### src/rtl/constants.sv
// constants: shared operand/product widths for the complex multiplier datapath
`ifndef CONSTANTS_SV
`define CONSTANTS_SV
`define MULT_IN_SIZE 16
`define MULT_OUT_SIZE 33
`endif

### src/rtl/mult_arb_pkg.sv
// mult_arb_pkg: operand/result structs and ID width helper for mult_arbiter
`include "constants.sv"
package mult_arb_pkg;
  localparam int IN_W = `MULT_IN_SIZE;
  localparam int OUT_W = `MULT_OUT_SIZE;
  localparam int ID_MAX_W = 4;
  typedef struct packed {
    logic signed [IN_W-1:0] re_x, im_x, re_y, im_y;
  } operand_t;
  typedef struct packed {
    logic signed [OUT_W-1:0] re_z, im_z;
    logic [ID_MAX_W-1:0] id;
  } result_t;
  function automatic int id_w(input int n);
    return n > 1 ? $clog2(n) : 1;
  endfunction
endpackage

### src/rtl/mult.sv
// mult: combinational complex multiplier, z = x * y
`include "constants.sv"
module mult (
  input  logic signed [`MULT_IN_SIZE-1:0]  re_x,
  input  logic signed [`MULT_IN_SIZE-1:0]  im_x,
  input  logic signed [`MULT_IN_SIZE-1:0]  re_y,
  input  logic signed [`MULT_IN_SIZE-1:0]  im_y,
  output logic signed [`MULT_OUT_SIZE-1:0] re_z,
  output logic signed [`MULT_OUT_SIZE-1:0] im_z
);
  logic signed [`MULT_OUT_SIZE-1:0] a, b, c, d;
  assign a = `MULT_OUT_SIZE'(re_x);
  assign b = `MULT_OUT_SIZE'(im_x);
  assign c = `MULT_OUT_SIZE'(re_y);
  assign d = `MULT_OUT_SIZE'(im_y);
  assign re_z = a * c - b * d;
  assign im_z = a * d + b * c;
endmodule

### src/rtl/mult_arb_grant.sv
// mult_arb_grant: one-hot grant selector; round-robin with rr_ptr when MULT_ARB_RR_EN is defined,
// otherwise fixed priority (lowest index wins)
module mult_arb_grant
  import mult_arb_pkg::*;
#(
  parameter int NUM_REQ = 4,
  localparam int ID_W = id_w(NUM_REQ)
) (
`ifdef MULT_ARB_RR_EN
  input  logic               clk,
  input  logic               reset,
`endif
  input  logic [NUM_REQ-1:0] valid_i,
  input  logic               adv_i,
  output logic [NUM_REQ-1:0] ready_o,
  output logic [ID_W-1:0]    gnt_o,
  output logic               any_o
);
  assign any_o = |valid_i;
  assign ready_o = (adv_i && any_o) ? NUM_REQ'(1) << gnt_o : '0;
`ifdef MULT_ARB_RR_EN
  logic [ID_W-1:0] rr_ptr_q;
  logic [NUM_REQ-1:0] rot;
  // rotate so bit 0 is the requester at rr_ptr; the lowest set bit is the next in turn
  assign rot = NUM_REQ'({valid_i, valid_i} >> rr_ptr_q);
  always_comb begin
    gnt_o = '0;
    for (int k = NUM_REQ - 1; k >= 0; k--)
      if (rot[k]) gnt_o = ID_W'((int'(rr_ptr_q) + k) % NUM_REQ);
  end
  always_ff @(posedge clk) begin
    if (reset) rr_ptr_q <= '0;
    else if (adv_i && any_o) rr_ptr_q <= gnt_o == ID_W'(NUM_REQ - 1) ? '0 : gnt_o + ID_W'(1);
  end
`else
  always_comb begin
    gnt_o = '0;
    for (int k = NUM_REQ - 1; k >= 0; k--)
      if (valid_i[k]) gnt_o = ID_W'(k);
  end
`endif
endmodule

### src/rtl/mult_arbiter.sv
// mult_arbiter: shares one complex multiplier among NUM_REQ requesters via a two-stage pipeline;
// MULT_ARB_RR_EN selects round-robin arbitration instead of fixed priority
module mult_arbiter
  import mult_arb_pkg::*;
#(
  parameter int NUM_REQ = 4,
  localparam int ID_W = id_w(NUM_REQ)
) (
  input  logic                    clk,
  input  logic                    reset,
  input  logic [NUM_REQ-1:0]      req_valid,
  output logic [NUM_REQ-1:0]      req_ready,
  input  logic signed [IN_W-1:0]  req_re_x [NUM_REQ],
  input  logic signed [IN_W-1:0]  req_im_x [NUM_REQ],
  input  logic signed [IN_W-1:0]  req_re_y [NUM_REQ],
  input  logic signed [IN_W-1:0]  req_im_y [NUM_REQ],
  output logic                    out_valid,
  input  logic                    out_ready,
  output logic signed [OUT_W-1:0] out_re_z,
  output logic signed [OUT_W-1:0] out_im_z,
  output logic [ID_W-1:0]         out_id
);
  logic adv1, adv2, any;
  logic [ID_W-1:0] gnt, s1_id_q, id_q;
  logic s1_valid_q, out_valid_q;
  operand_t s1_op_q;
  logic signed [OUT_W-1:0] mre, mim, re_z_q, im_z_q;
  assign adv2 = !out_valid_q || out_ready;
  assign adv1 = !s1_valid_q || adv2;
  mult_arb_grant #(.NUM_REQ(NUM_REQ)) u_grant (
`ifdef MULT_ARB_RR_EN
    .clk(clk),
    .reset(reset),
`endif
    .valid_i(req_valid),
    .adv_i(adv1),
    .ready_o(req_ready),
    .gnt_o(gnt),
    .any_o(any)
  );
  mult u_mult (
    .re_x(s1_op_q.re_x),
    .im_x(s1_op_q.im_x),
    .re_y(s1_op_q.re_y),
    .im_y(s1_op_q.im_y),
    .re_z(mre),
    .im_z(mim)
  );
  always_ff @(posedge clk) begin
    if (reset) begin
      s1_valid_q <= 1'b0;
      s1_op_q <= '0;
      s1_id_q <= '0;
      out_valid_q <= 1'b0;
      re_z_q <= '0;
      im_z_q <= '0;
      id_q <= '0;
    end else begin
      if (adv1) s1_valid_q <= any;
      if (adv1 && any) begin
        s1_op_q <= '{re_x: req_re_x[gnt], im_x: req_im_x[gnt], re_y: req_re_y[gnt], im_y: req_im_y[gnt]};
        s1_id_q <= gnt;
      end
      if (adv2) begin
        out_valid_q <= s1_valid_q;
        re_z_q <= mre;
        im_z_q <= mim;
        id_q <= s1_id_q;
      end
    end
  end
  assign out_valid = out_valid_q;
  assign out_re_z = re_z_q;
  assign out_im_z = im_z_q;
  assign out_id = id_q;
endmodule

### config.mk
export PLATFORM = sky130hd
export DESIGN_NAME = mult_arbiter
export DESIGN_NICKNAME = d
export VERILOG_FILES = /design/src/rtl/mult_arb_pkg.sv /design/src/rtl/mult.sv /design/src/rtl/mult_arb_grant.sv /design/src/rtl/mult_arbiter.sv
export VERILOG_INCLUDE_DIRS = /design/src /design/src/rtl
export SDC_FILE = /design/constraint.sdc
export NUM_CORES = 2
export LEC_CHECK = 0
export BUFFER_PORTS_ARGS = -buffer_cell sky130_fd_sc_hd__buf_4
export CAP_MARGIN = 20
export CORE_MARGIN = 3
export CORE_UTILIZATION = 55
export CTS_CLUSTER_SIZE = 12
export DETAILED_ROUTE_END_ITERATION = 7
export PLACE_DENSITY_LB_ADDON = 0.3
export REMOVE_ABC_BUFFERS = 1
export SLEW_MARGIN = 10
export SYNTH_ARGS = -nofsm -noshare
export SYNTH_HDL_FRONTEND = slang
export SYNTH_HIERARCHICAL = 1
export SYNTH_SLANG_ARGS = --single-unit
### constraint.sdc
create_clock -name clk -period 10.1 [get_ports clk]
set_input_delay 1.515 -clock clk [delete_from_list [all_inputs] [get_ports clk]]
set_output_delay 1.515 -clock clk [all_outputs]
set_load 0.01 [all_outputs]
==> report_table.html <==
<table>
<tr><th>Metric</th><th>Value</th></tr>
<tr><th colspan="2">Outcome</th></tr>
<tr><td>Run status</td><td>finished, final reports clean</td></tr>
<tr><th colspan="2">Timing</th></tr>
<tr><td>Hold Vio Cnt, Final</td><td>0</td></tr>
<tr><td>Max Clock Skew</td><td>around 18 ps</td></tr>
<tr><td>Final total negative setup slack</td><td>0 ps</td></tr>
<tr><td>Setup repair after global routing missed its margin</td><td>false</td></tr>
<tr><td>Tightest Pin Transition</td><td>between 1000 and 1500 ps</td></tr>
<tr><td>Final worst-path cycle share</td><td>0.852</td></tr>
<tr><td>Shortest clock period the worst path allows after layout</td><td>8610 ps</td></tr>
<tr><td>Final number of setup-violating endpoints</td><td>0</td></tr>
<tr><td>Max Clock Freq</td><td>~0.12 GHz</td></tr>
<tr><td>Worst slew slack as a fraction of its limit</td><td>0.219</td></tr>
<tr><td>Number of slew-limit violations in the final report</td><td>0</td></tr>
<tr><th colspan="2">Final layout</th></tr>
<tr><td>Number of nets at the end of the flow</td><td>6832</td></tr>
<tr><td>Synth-to-Final Area Change</td><td>8.93%</td></tr>
<tr><td>Area of combinational cells with multiple inputs</td><td>between 30000 and 40000 µm²</td></tr>
<tr><td>FF/Latch Area</td><td>2730 µm²</td></tr>
<tr><td>Summed area of non-filler cells in the final layout</td><td>just over 50000 µm²</td></tr>
<tr><td>Fill cells</td><td>around 7200</td></tr>
<tr><td>Final design utilization</td><td>0.606</td></tr>
<tr><td>Fraction of layout instances using a drive strength above 1</td><td>0.107</td></tr>
<tr><td>Non-Filler Instances</td><td>6234</td></tr>
<tr><th colspan="2">Synth</th></tr>
<tr><td>Total number of yosys warnings</td><td>6</td></tr>
<tr><td>Average instance area after synthesis</td><td>9.51 µm²</td></tr>
<tr><td>Async set-reset flop share out of synthesis</td><td>0</td></tr>
<tr><td>Post-Synthesis Cells</td><td>between 4000 and 5000</td></tr>
<tr><td>Library cells used by synthesis</td><td>74</td></tr>
<tr><td>Cell with the most instances after synthesis</td><td>sky130_fd_sc_hd__inv_1</td></tr>
<tr><td>Area share of the largest cell type after synthesis</td><td>0.505</td></tr>
<tr><td>Commonest cells in the netlist</td><td>1283 x sky130_fd_sc_hd__inv_1, 1173 x sky130_fd_sc_hd__fa_1, 649 x sky130_fd_sc_hd__nand2_1</td></tr>
<tr><td>Sequential cell area fraction in the yosys report</td><td>0.0585</td></tr>
<tr><td>Area contributors post-synth</td><td>sky130_fd_sc_hd__fa_1 50%, sky130_fd_sc_hd__inv_1 10%, sky130_fd_sc_hd__ha_1 8.3%, sky130_fd_sc_hd__and2_1 6.4%, sky130_fd_sc_hd__dfxtp_1 5.8%</td></tr>
<tr><td>Cell accounting for the most synthesized area</td><td>sky130_fd_sc_hd__fa_1</td></tr>
<tr><td>Netlist area before placement</td><td>46500 µm²</td></tr>
<tr><td>Commonest register cell after synthesis</td><td>sky130_fd_sc_hd__dfxtp_1</td></tr>
<tr><td>Post-synth EDFFs</td><td>0</td></tr>
<tr><td>Number of flip-flops and latches in the synthesized netlist</td><td>136</td></tr>
<tr><th colspan="2">Critical path</th></tr>
<tr><td>Endpoint type of the worst setup path</td><td>flip-flop</td></tr>
<tr><td>Capture point of the worst reg-to-reg path</td><td>out_im_z[32]</td></tr>
<tr><td>Critical Path Slowest Stage Cell</td><td>sky130_fd_sc_hd__dfxtp_1</td></tr>
<tr><td>Maximum fanout along the worst path</td><td>17</td></tr>
<tr><td>Count of buffering cells on the critical path with inverters included</td><td>6</td></tr>
<tr><td>FF-to-FF Start</td><td>s1_op_q[57]</td></tr>
<tr><td>Library cell appearing most often on the critical path</td><td>sky130_fd_sc_hd__fa_1</td></tr>
<tr><td>Largest delay contributor family on the critical path</td><td>adder cells</td></tr>
<tr><td>Crit Path Class</td><td>flip-flop to flip-flop</td></tr>
<tr><td>Reg-to-reg slack, setup</td><td>1490 ps</td></tr>
<tr><td>Crit path DAT</td><td>9060 ps</td></tr>
<tr><td>Depth of the critical timing path with buffers and inverters included</td><td>25</td></tr>
<tr><td>Kind of launch point of the worst setup path</td><td>flip-flop</td></tr>
<tr><td>Setup crit end</td><td>out_im_z[32]</td></tr>
<tr><td>Required time reported for the critical path endpoint</td><td>around 11000 ps</td></tr>
<tr><td>Stage delay of the slowest cell on the critical path</td><td>820 ps</td></tr>
<tr><td>Number of cell instances on the worst register-to-register path</td><td>25</td></tr>
<tr><td>Launch point of the critical path</td><td>s1_op_q[57]</td></tr>
<tr><th colspan="2">Route</th></tr>
<tr><td>Wirelength per Cell</td><td>20.1 µm</td></tr>
<tr><td>Total length of routed wires</td><td>about 130 mm</td></tr>
<tr><td>Number of detailed-routing iterations run before antenna repair</td><td>5</td></tr>
<tr><td>Initial drt markers</td><td>2022</td></tr>
<tr><td>Length of routed met3 wiring</td><td>slightly above 10 mm</td></tr>
<tr><td>Routed length on met2</td><td>62.2 mm</td></tr>
<tr><td>Wire length on met1</td><td>~45 mm</td></tr>
<tr><td>Antenna violation net count after detailed routing</td><td>0</td></tr>
<tr><td>DR vias/cell</td><td>5.42</td></tr>
<tr><td>Highest routed layer</td><td>met5</td></tr>
<tr><td>Post-route DRC violation count</td><td>0</td></tr>
<tr><td>Vias</td><td>33800</td></tr>
<tr><th colspan="2">Floorplanning</th></tr>
<tr><td>Die span in y</td><td>297 µm</td></tr>
<tr><td>Initial Utilization</td><td>0.556</td></tr>
<tr><td>Area of the core</td><td>roughly 84000 µm²</td></tr>
<tr><td>Die X-Extent</td><td>297 µm</td></tr>
<tr><td>Floorplan die area</td><td>88100 µm²</td></tr>
<tr><td>IO Count</td><td>336</td></tr>
<tr><td>Row count</td><td>106</td></tr>
<tr><th colspan="2">Place</th></tr>
<tr><td>Count of placed standard cells including taps</td><td>~6200</td></tr>
<tr><td>Gp weighted congestion</td><td>0.904</td></tr>
<tr><td>Detailed-placement wirelength estimate</td><td>101 mm</td></tr>
<tr><td>Buffers on Ports</td><td>335</td></tr>
<tr><td>Area post-placement</td><td>50100 µm²</td></tr>
<tr><th colspan="2">Global routing</th></tr>
<tr><td>Number of global-route vias before repair</td><td>~38000</td></tr>
<tr><td>Total global-route track usage</td><td>0.299</td></tr>
<tr><td>Antenna violations before repair</td><td>5</td></tr>
<tr><td>First-pass GRT wire length</td><td>204 mm</td></tr>
<tr><td>Maximum number of pins on one net before global-route repair</td><td>65</td></tr>
<tr><td>Overflow left after global routing</td><td>0</td></tr>
<tr><th colspan="2">CTS</th></tr>
<tr><td>TritonCTS clock tree</td><td>yes</td></tr>
<tr><td>Number of buffers inserted by hold repair at cts</td><td>0</td></tr>
<tr><td>CTS HTree Levels</td><td>4</td></tr>
<tr><td>Clock transition time at the flip-flop clock pins of the worst setup and hold paths</td><td>70 ps</td></tr>
<tr><td>Resize count post-CTS</td><td>0</td></tr>
<tr><td>CTS Buf Count</td><td>17</td></tr>
<tr><td>Number of buffers on the longest clock path</td><td>2</td></tr>
<tr><td>Clock tree root buffer cell</td><td>sky130_fd_sc_hd__clkbuf_16</td></tr>
<tr><td>CTS Sinks</td><td>between 100 and 150</td></tr>
<tr><td>Post-CTS Setup Inserts</td><td>0</td></tr>
<tr><td>Latest clock arrival within the worst-skew pair</td><td>520 ps</td></tr>
<tr><th colspan="2">Job</th></tr>
<tr><td>Reported max-cap violation count</td><td>0</td></tr>
<tr><th colspan="2">Min path</th></tr>
<tr><td>Type of the tightest min-delay check</td><td>flip-flop to flip-flop</td></tr>
</table>
[flip-flops by register name, summed over array words and instances, names as in the netlist]
name,flops
out_id,2
out_im_z,33
out_re_z,33
out_valid,1
s1_id_q,2
s1_op_q,64
s1_valid_q,1
[metrics by stage]
step	setup WS (ps)	hold WS [ps]
after floorplan	1870	427
after global placement	1890	437
after detailed placement	1640	445
after CTS	1610	453
after global routing	1200	466
final	1490	451
[routing by layer]
layer / global-route usage / up-vias
li1: - / 14600
met1: 0.364 / 17400
met2: 0.504 / 1430
met3: 0.0656 / 357
met4: 0.151 / 2
met5: 0 / -
[layout make-up]
type	instances	share of cell area
clock inverter	13	0.00333
timing repair buffer	421	0.0629
sequential	136	0.0538
tap	1134	0.0280
multi-input combinational	3224	0.748
antenna	2	0.0000987
clock buffer	18	0.00847
inverter	1286	0.0953
[tightest hold or removal path, cell delays in order (launching register included)]
cell and delay (ps):
sky130_fd_sc_hd__dfxtp_1 310, sky130_fd_sc_hd__nand2_1 50, sky130_fd_sc_hd__a21oi_1 50
[how the worst min path moves through the flow]
stage                      from     endpoint  slack [ps]  cells after the start
global route        out_im_z[3]  out_im_z[3]         470                      2
CTS                 out_im_z[3]  out_im_z[3]         450                      2
detailed placement  out_im_z[3]  out_im_z[3]         440                      2
finish              out_re_z[1]  out_re_z[1]         450                      2
global placement     s1_valid_q    out_valid         440                      2
floorplan            s1_id_q[0]    out_id[0]         430                      2
[kinds of logic (layout without fill, tap and decap cells)]
group / Yosys count / after routing / synth area share
adders and majority gates: 1483 / 1483 / 0.588
and+or+nand+nor: 1287 / 1287 / 0.135
xor gates and xnor gates: 88 / 88 / 0.0166
other: 0 / 2 / 0
DFF: 136 / 136 / 0.0585
muxes: 69 / 69 / 0.0321
AOI/OAI and AO/OA: 297 / 297 / 0.0430
buffers and inverters: 1533 / 1738 / 0.127
[placed cells by master, fill, tap and decap left out, types with 5 or more instances in the layout]
cell type,n
sky130_fd_sc_hd__a21o_1,16
sky130_fd_sc_hd__nor2b_1,5
sky130_fd_sc_hd__xnor2_1,70
sky130_fd_sc_hd__and2_1,477
sky130_fd_sc_hd__fa_1,1173
sky130_fd_sc_hd__a31oi_1,5
sky130_fd_sc_hd__a211oi_1,6
sky130_fd_sc_hd__dfxtp_1,132
sky130_fd_sc_hd__o211ai_1,7
sky130_fd_sc_hd__o21ai_0,27
sky130_fd_sc_hd__o21a_1,7
sky130_fd_sc_hd__nand2b_1,36
sky130_fd_sc_hd__nor4_1,5
sky130_fd_sc_hd__nand3_1,18
sky130_fd_sc_hd__a21oi_1,120
sky130_fd_sc_hd__inv_1,1283
sky130_fd_sc_hd__buf_4,419
sky130_fd_sc_hd__o21bai_1,8
sky130_fd_sc_hd__a22o_1,65
sky130_fd_sc_hd__mux4_2,64
sky130_fd_sc_hd__nor3_1,8
sky130_fd_sc_hd__nand2_1,649
sky130_fd_sc_hd__ha_1,310
sky130_fd_sc_hd__nor2_1,62
sky130_fd_sc_hd__clkbuf_16,17
sky130_fd_sc_hd__xor2_1,18
Power is not shown: default switching activity piles up to over one toggle a cycle in this logic, so the estimate is an artifact.
